$ cat src/rtl/register_file_if.sv
// rtl/register_file_if.sv - write-back and operand read port bundle for register_file
interface register_file_if #(
  parameter int N_BITS = 32
);
  logic              Reg_Write_i;
  logic [4:0]        Write_Register_i;
  logic [N_BITS-1:0] Write_Data_i;
  logic [4:0]        Read_Register_1_i;
  logic [4:0]        Read_Register_2_i;
  logic [N_BITS-1:0] Read_Data_1_o;
  logic [N_BITS-1:0] Read_Data_2_o;

  modport master (
    output Reg_Write_i,
    output Write_Register_i,
    output Write_Data_i,
    output Read_Register_1_i,
    output Read_Register_2_i,
    input  Read_Data_1_o,
    input  Read_Data_2_o
  );

  modport slave (
    input  Reg_Write_i,
    input  Write_Register_i,
    input  Write_Data_i,
    input  Read_Register_1_i,
    input  Read_Register_2_i,
    output Read_Data_1_o,
    output Read_Data_2_o
  );
endinterface

$ cat src/rtl/register_file.sv
// rtl/register_file.sv - 32 x N_BITS integer register file, 2 comb read ports, 1 write port; REGISTER_FILE_ABI_INIT_EN presets sp/gp
module register_file #(
  parameter int N_BITS = 32
`ifdef REGISTER_FILE_ABI_INIT_EN
  , parameter logic [N_BITS-1:0] SP_RESET = 32'h7FFF_EFFC
  , parameter logic [N_BITS-1:0] GP_RESET = 32'h1000_8000
`endif
) (
  input  logic            clk,
  input  logic            reset,
  register_file_if.slave  rf
);

  // x0 has no storage; only x1..x31 are flops
  logic [N_BITS-1:0] regs_q [1:31];
  logic [N_BITS-1:0] regs_d [1:31];

  // x0 is spliced in as a constant zero so both read ports index one full 32-entry view
  logic [N_BITS-1:0] read_view [0:31];

  // Build the read view: hardwired zero at index 0, live register contents elsewhere
  always_comb begin
    read_view[0] = '0;
    for (int i = 1; i < 32; i++) begin
      read_view[i] = regs_q[i];
    end
  end

  // Reads are straight muxes off the stored state: no write bypass, so the ALU
  // result path never loops back combinationally into its own operands
  assign rf.Read_Data_1_o = read_view[rf.Read_Register_1_i];
  assign rf.Read_Data_2_o = read_view[rf.Read_Register_2_i];

  // Next state: hold everything, load the addressed register when enabled;
  // the loop starts at 1, so a write aimed at x0 matches nothing and is dropped
  always_comb begin
    regs_d = regs_q;
    for (int i = 1; i < 32; i++) begin
      if (rf.Reg_Write_i && (rf.Write_Register_i == 5'(i))) begin
        regs_d[i] = rf.Write_Data_i;
      end
    end
  end

  // Register array update; reset is asynchronous and overrides any pending write
  always_ff @(posedge clk or negedge reset) begin
    if (!reset) begin
      for (int i = 1; i < 32; i++) begin
        regs_q[i] <= '0;
      end
`ifdef REGISTER_FILE_ABI_INIT_EN
      regs_q[2] <= SP_RESET;
      regs_q[3] <= GP_RESET;
`endif
    end else begin
      regs_q <= regs_d;
    end
  end

endmodule

$ cat src/flat_wrapper.sv
// flat-port wrapper written by rule: the top's interface ports become plain ports
module register_file_flat 
#(
  parameter int N_BITS = 32

)
  (clk, reset, rf_Reg_Write_i, rf_Write_Register_i, rf_Write_Data_i, rf_Read_Register_1_i, rf_Read_Register_2_i, rf_Read_Data_1_o, rf_Read_Data_2_o);
  register_file_if #(.N_BITS(N_BITS)) rf_i ();
  input  logic clk;
  input  logic reset;
  input wire logic [$bits(rf_i.Reg_Write_i)-1:0] rf_Reg_Write_i;
  input wire logic [$bits(rf_i.Write_Register_i)-1:0] rf_Write_Register_i;
  input wire logic [$bits(rf_i.Write_Data_i)-1:0] rf_Write_Data_i;
  input wire logic [$bits(rf_i.Read_Register_1_i)-1:0] rf_Read_Register_1_i;
  input wire logic [$bits(rf_i.Read_Register_2_i)-1:0] rf_Read_Register_2_i;
  output wire logic [$bits(rf_i.Read_Data_1_o)-1:0] rf_Read_Data_1_o;
  output wire logic [$bits(rf_i.Read_Data_2_o)-1:0] rf_Read_Data_2_o;
  assign rf_i.Reg_Write_i = rf_Reg_Write_i;
  assign rf_i.Write_Register_i = rf_Write_Register_i;
  assign rf_i.Write_Data_i = rf_Write_Data_i;
  assign rf_i.Read_Register_1_i = rf_Read_Register_1_i;
  assign rf_i.Read_Register_2_i = rf_Read_Register_2_i;
  assign rf_Read_Data_1_o = rf_i.Read_Data_1_o;
  assign rf_Read_Data_2_o = rf_i.Read_Data_2_o;
  register_file #(.N_BITS(N_BITS)) u_core (.clk(clk), .reset(reset), .rf(rf_i));
endmodule
$ cat config.mk
export PLATFORM = sky130hd
export DESIGN_NAME = register_file_flat
export DESIGN_NICKNAME = d
export VERILOG_FILES = /design/src/rtl/register_file_if.sv /design/src/rtl/register_file.sv /design/src/flat_wrapper.sv
export SDC_FILE = /design/constraint.sdc
export NUM_CORES = 2
export LEC_CHECK = 0
export BUFFER_PORTS_ARGS = -buffer_cell sky130_fd_sc_hd__buf_2
export CAP_MARGIN = 20
export CELL_PAD_IN_SITES_DETAIL_PLACEMENT = 0
export CELL_PAD_IN_SITES_GLOBAL_PLACEMENT = 1
export CORE_MARGIN = 2
export CORE_UTILIZATION = 54
export DETAILED_ROUTE_END_ITERATION = 16
export HOLD_SLACK_MARGIN = 0.15
export MAX_ROUTING_LAYER = met4
export PLACE_DENSITY = 0.9
export SYNTH_ARGS = -nofsm -noshare
export SYNTH_HDL_FRONTEND = slang
export SYNTH_SLANG_ARGS = --single-unit
$ cat constraint.sdc
create_clock -name clk -period 2 [get_ports clk]
set_clock_uncertainty 0.05 [all_clocks]
set_input_delay 0.1 -clock clk [delete_from_list [all_inputs] [get_ports clk]]
set_output_delay 0.1 -clock clk [all_outputs]
set_load 0.05 [all_outputs]
==> run metrics <==
outcome=complete, but fails checks; failing checks=negative setup slack; max reg flops=992; Required @ worst endpoint=1850 ps; GR Layer Usage met1=43.9%; DIE HEIGHT=318 microns; Netlist Area Pre-Place=53200 sq um; Yosys top cell area share=46.7%; I/O pins=114; CP Class=flip-flop to primary output; die width=318 microns; htree depth=3; Routed WL per cell=31.6 microns; ant diodes=0; die area=101000 sq um; worst skew pair latency=710 ps; most frequent cell after synthesis=mux2_2; DP Area=59000 sq um; register bit count reported by yosys=992; VDD IR max=0.000693 V; RSZ-0062 raised after global routing=yes; R2R Setup Slk=920 ps; crit path max fanout=2; initial antenna violation count=0; period utilisation layout=130%; synth cell count leaders=mux2_2 (1046), dfrtp_1 (992), mux4_2 (384); Final Util=65.4%; share of layout cells above drive strength 1=57.5%; via count=36707; met3 Use GR=7.52%; crit path DAT=2450 ps; Final min period=2600 ps; HP Class=flip-flop to flip-flop; syn nets=3687; CTS Sinks=992; Avg Cell Area, Syn=14.6 sq um; Starting Density=54.3%; post-detail-place hpwl=105 mm; Max Clk Rate=385 MHz; Worst-path clk slew=60 ps; EDFF count, synth=0; Yosys Warn Count=0; vias in the first global route=38757; register area share after synthesis=46.7%; P&R area growth vs syn=20.3%; DR pass1 iterations=5; Netlist cell types=32; final WL=167 mm; routability cong.=0.885; root buffer cell=clkbuf_16; CP Launch Type=flip-flop; Placeable Area=98000 sq um; synth top area cells=dfrtp_1 (47%), mux2_2 (22%), mux4_2 (16%); ys async rst share=100%; CP endpoint kind=primary output; GRT Overall Usage=34.1%; final instance area=64000 sq um; drt drc=0; maximum root-to-sink buffer count=3; Overflow after GRT=0; CTS tree=done; ys flop type=dfrtp_1; DR iter-0 viols=4277; Worst-Margin Slew=987 ps; Pwr Density=989 nW/um^2; Tot Pwr=63.4 mW; port buffer count=113; detailed-route vias per instance=6.96; first-pass GRT wire length=251 mm; busiest grt layer=met2; Rel. slew slack=34.0%; CTS buffer count=103; Setup TNS=-31110 ps; antenna viol nets, final=0; setup slack after layout=-597 ps; nets=3950; Final setup violation count=64; max-cap violation count=0; static leakage=28.0 nW; Synth area leader=dfrtp_1; Final Max Slew Viols=0; num rows=115; largest net degree at the start of global routing=97; grt met2 use=52.3%; Final Hold Vio Count=0; cells after synthesis=3637
worst paths after layout:
kind	start	endpoint	cells after the start
setup / recovery	u_core.read_view[412]	rf_Read_Data_2_o[28]	6
hold / removal	u_core.read_view[909]	u_core.read_view[909]	1
setup reg to reg	u_core.read_view[23]	u_core.read_view[23]	3
hold reg to reg	u_core.read_view[909]	u_core.read_view[909]	1
max in group asynchronous	reset	u_core.read_view[208]	5
min in group asynchronous	reset	u_core.read_view[763]	3
per-stage QoR:
stage,hold WS (ps),instances,worst slack [ps]
2_1_floorplan,-246,3637,-28.9
3_3_place_gp,2.24,5010,-300
3_5_place_dp,6.83,5010,-302
4_1_cts,460,5263,-597
5_1_grt,484,5276,-652
6_report,462,5276,-597
cells in the final DEF, fill, tap and decap left out, types with 3 or more instances in the layout:
master,n
a211oi_1,50
a211oi_2,13
a22o_1,192
and2_1,31
and3_1,32
buf_12,134
buf_2,41
buf_4,285
buf_6,55
buf_8,5
bufinv_16,15
clkbuf_1,16
clkbuf_16,104
clkbuf_8,28
clkinv_2,18
clkinvlp_4,5
dfrtp_1,992
dlygate4sd3_1,44
inv_6,4
mux2_1,10
mux2_2,1046
mux2i_1,158
mux4_2,384
nand2_1,66
nand2_2,13
nand2b_1,3
nand2b_2,4
nand4b_1,3
nor2_4,14
nor2b_4,8
o21ai_1,26
o21ai_2,37
o22ai_1,64
o31ai_2,14
o31ai_4,50
critical path, stage by stage (launching register included):
cell,delay (ps)
dfrtp_1,400
mux4_2,490
a22o_1,200
o21ai_2,210
buf_4,160
o31ai_4,80
buf_6,190
area by class of cell:
| cell class | count | area, sq um |
|---|---|---|
| Clock inverter | 46 | 689 |
| Tap cell | 1287 | 1610 |
| Sequential cell | 992 | 24800 |
| Multi-Input combinational cell | 2237 | 27700 |
| Clock buffer | 148 | 3050 |
| Timing Repair Buffer | 564 | 6160 |
| Inverter | 2 | 8.76 |
| Fill cell | 6613 | 34000 |
cells by family after synthesis:
logic type | Yosys count | share of synthesized area, %
buf+inv | 408 | 3.60
mux | 1600 | 41.6
compound gates | 448 | 6.32
simple gates | 189 | 1.81
flops | 992 | 46.7
layer usage:
layer  wire length, microns  up-vias
met1                  63500    19436
met4                   8090        0
met3                  16500      558
met2                  78800     2115
met5                      0        -
li1                       -    14598
report_power, final:
group / internal, mW / switching, mW / leakage, nW
registers: 24.0 / 3.13 / 12.7
logic: 8.71 / 6.39 / 13.5
clock network: 12.6 / 8.54 / 1.84
what timing repair did:
action                                  in CTS  in global routing
resized for setup                          160                 14
pin swaps                                  147                 33
hold endpoints to repair                  1984                  0
setup buffers                               19                 13
hold buffers                                44                  0
endpoints found under the setup margin      64                 64
Power figures use the tool's default switching activity.
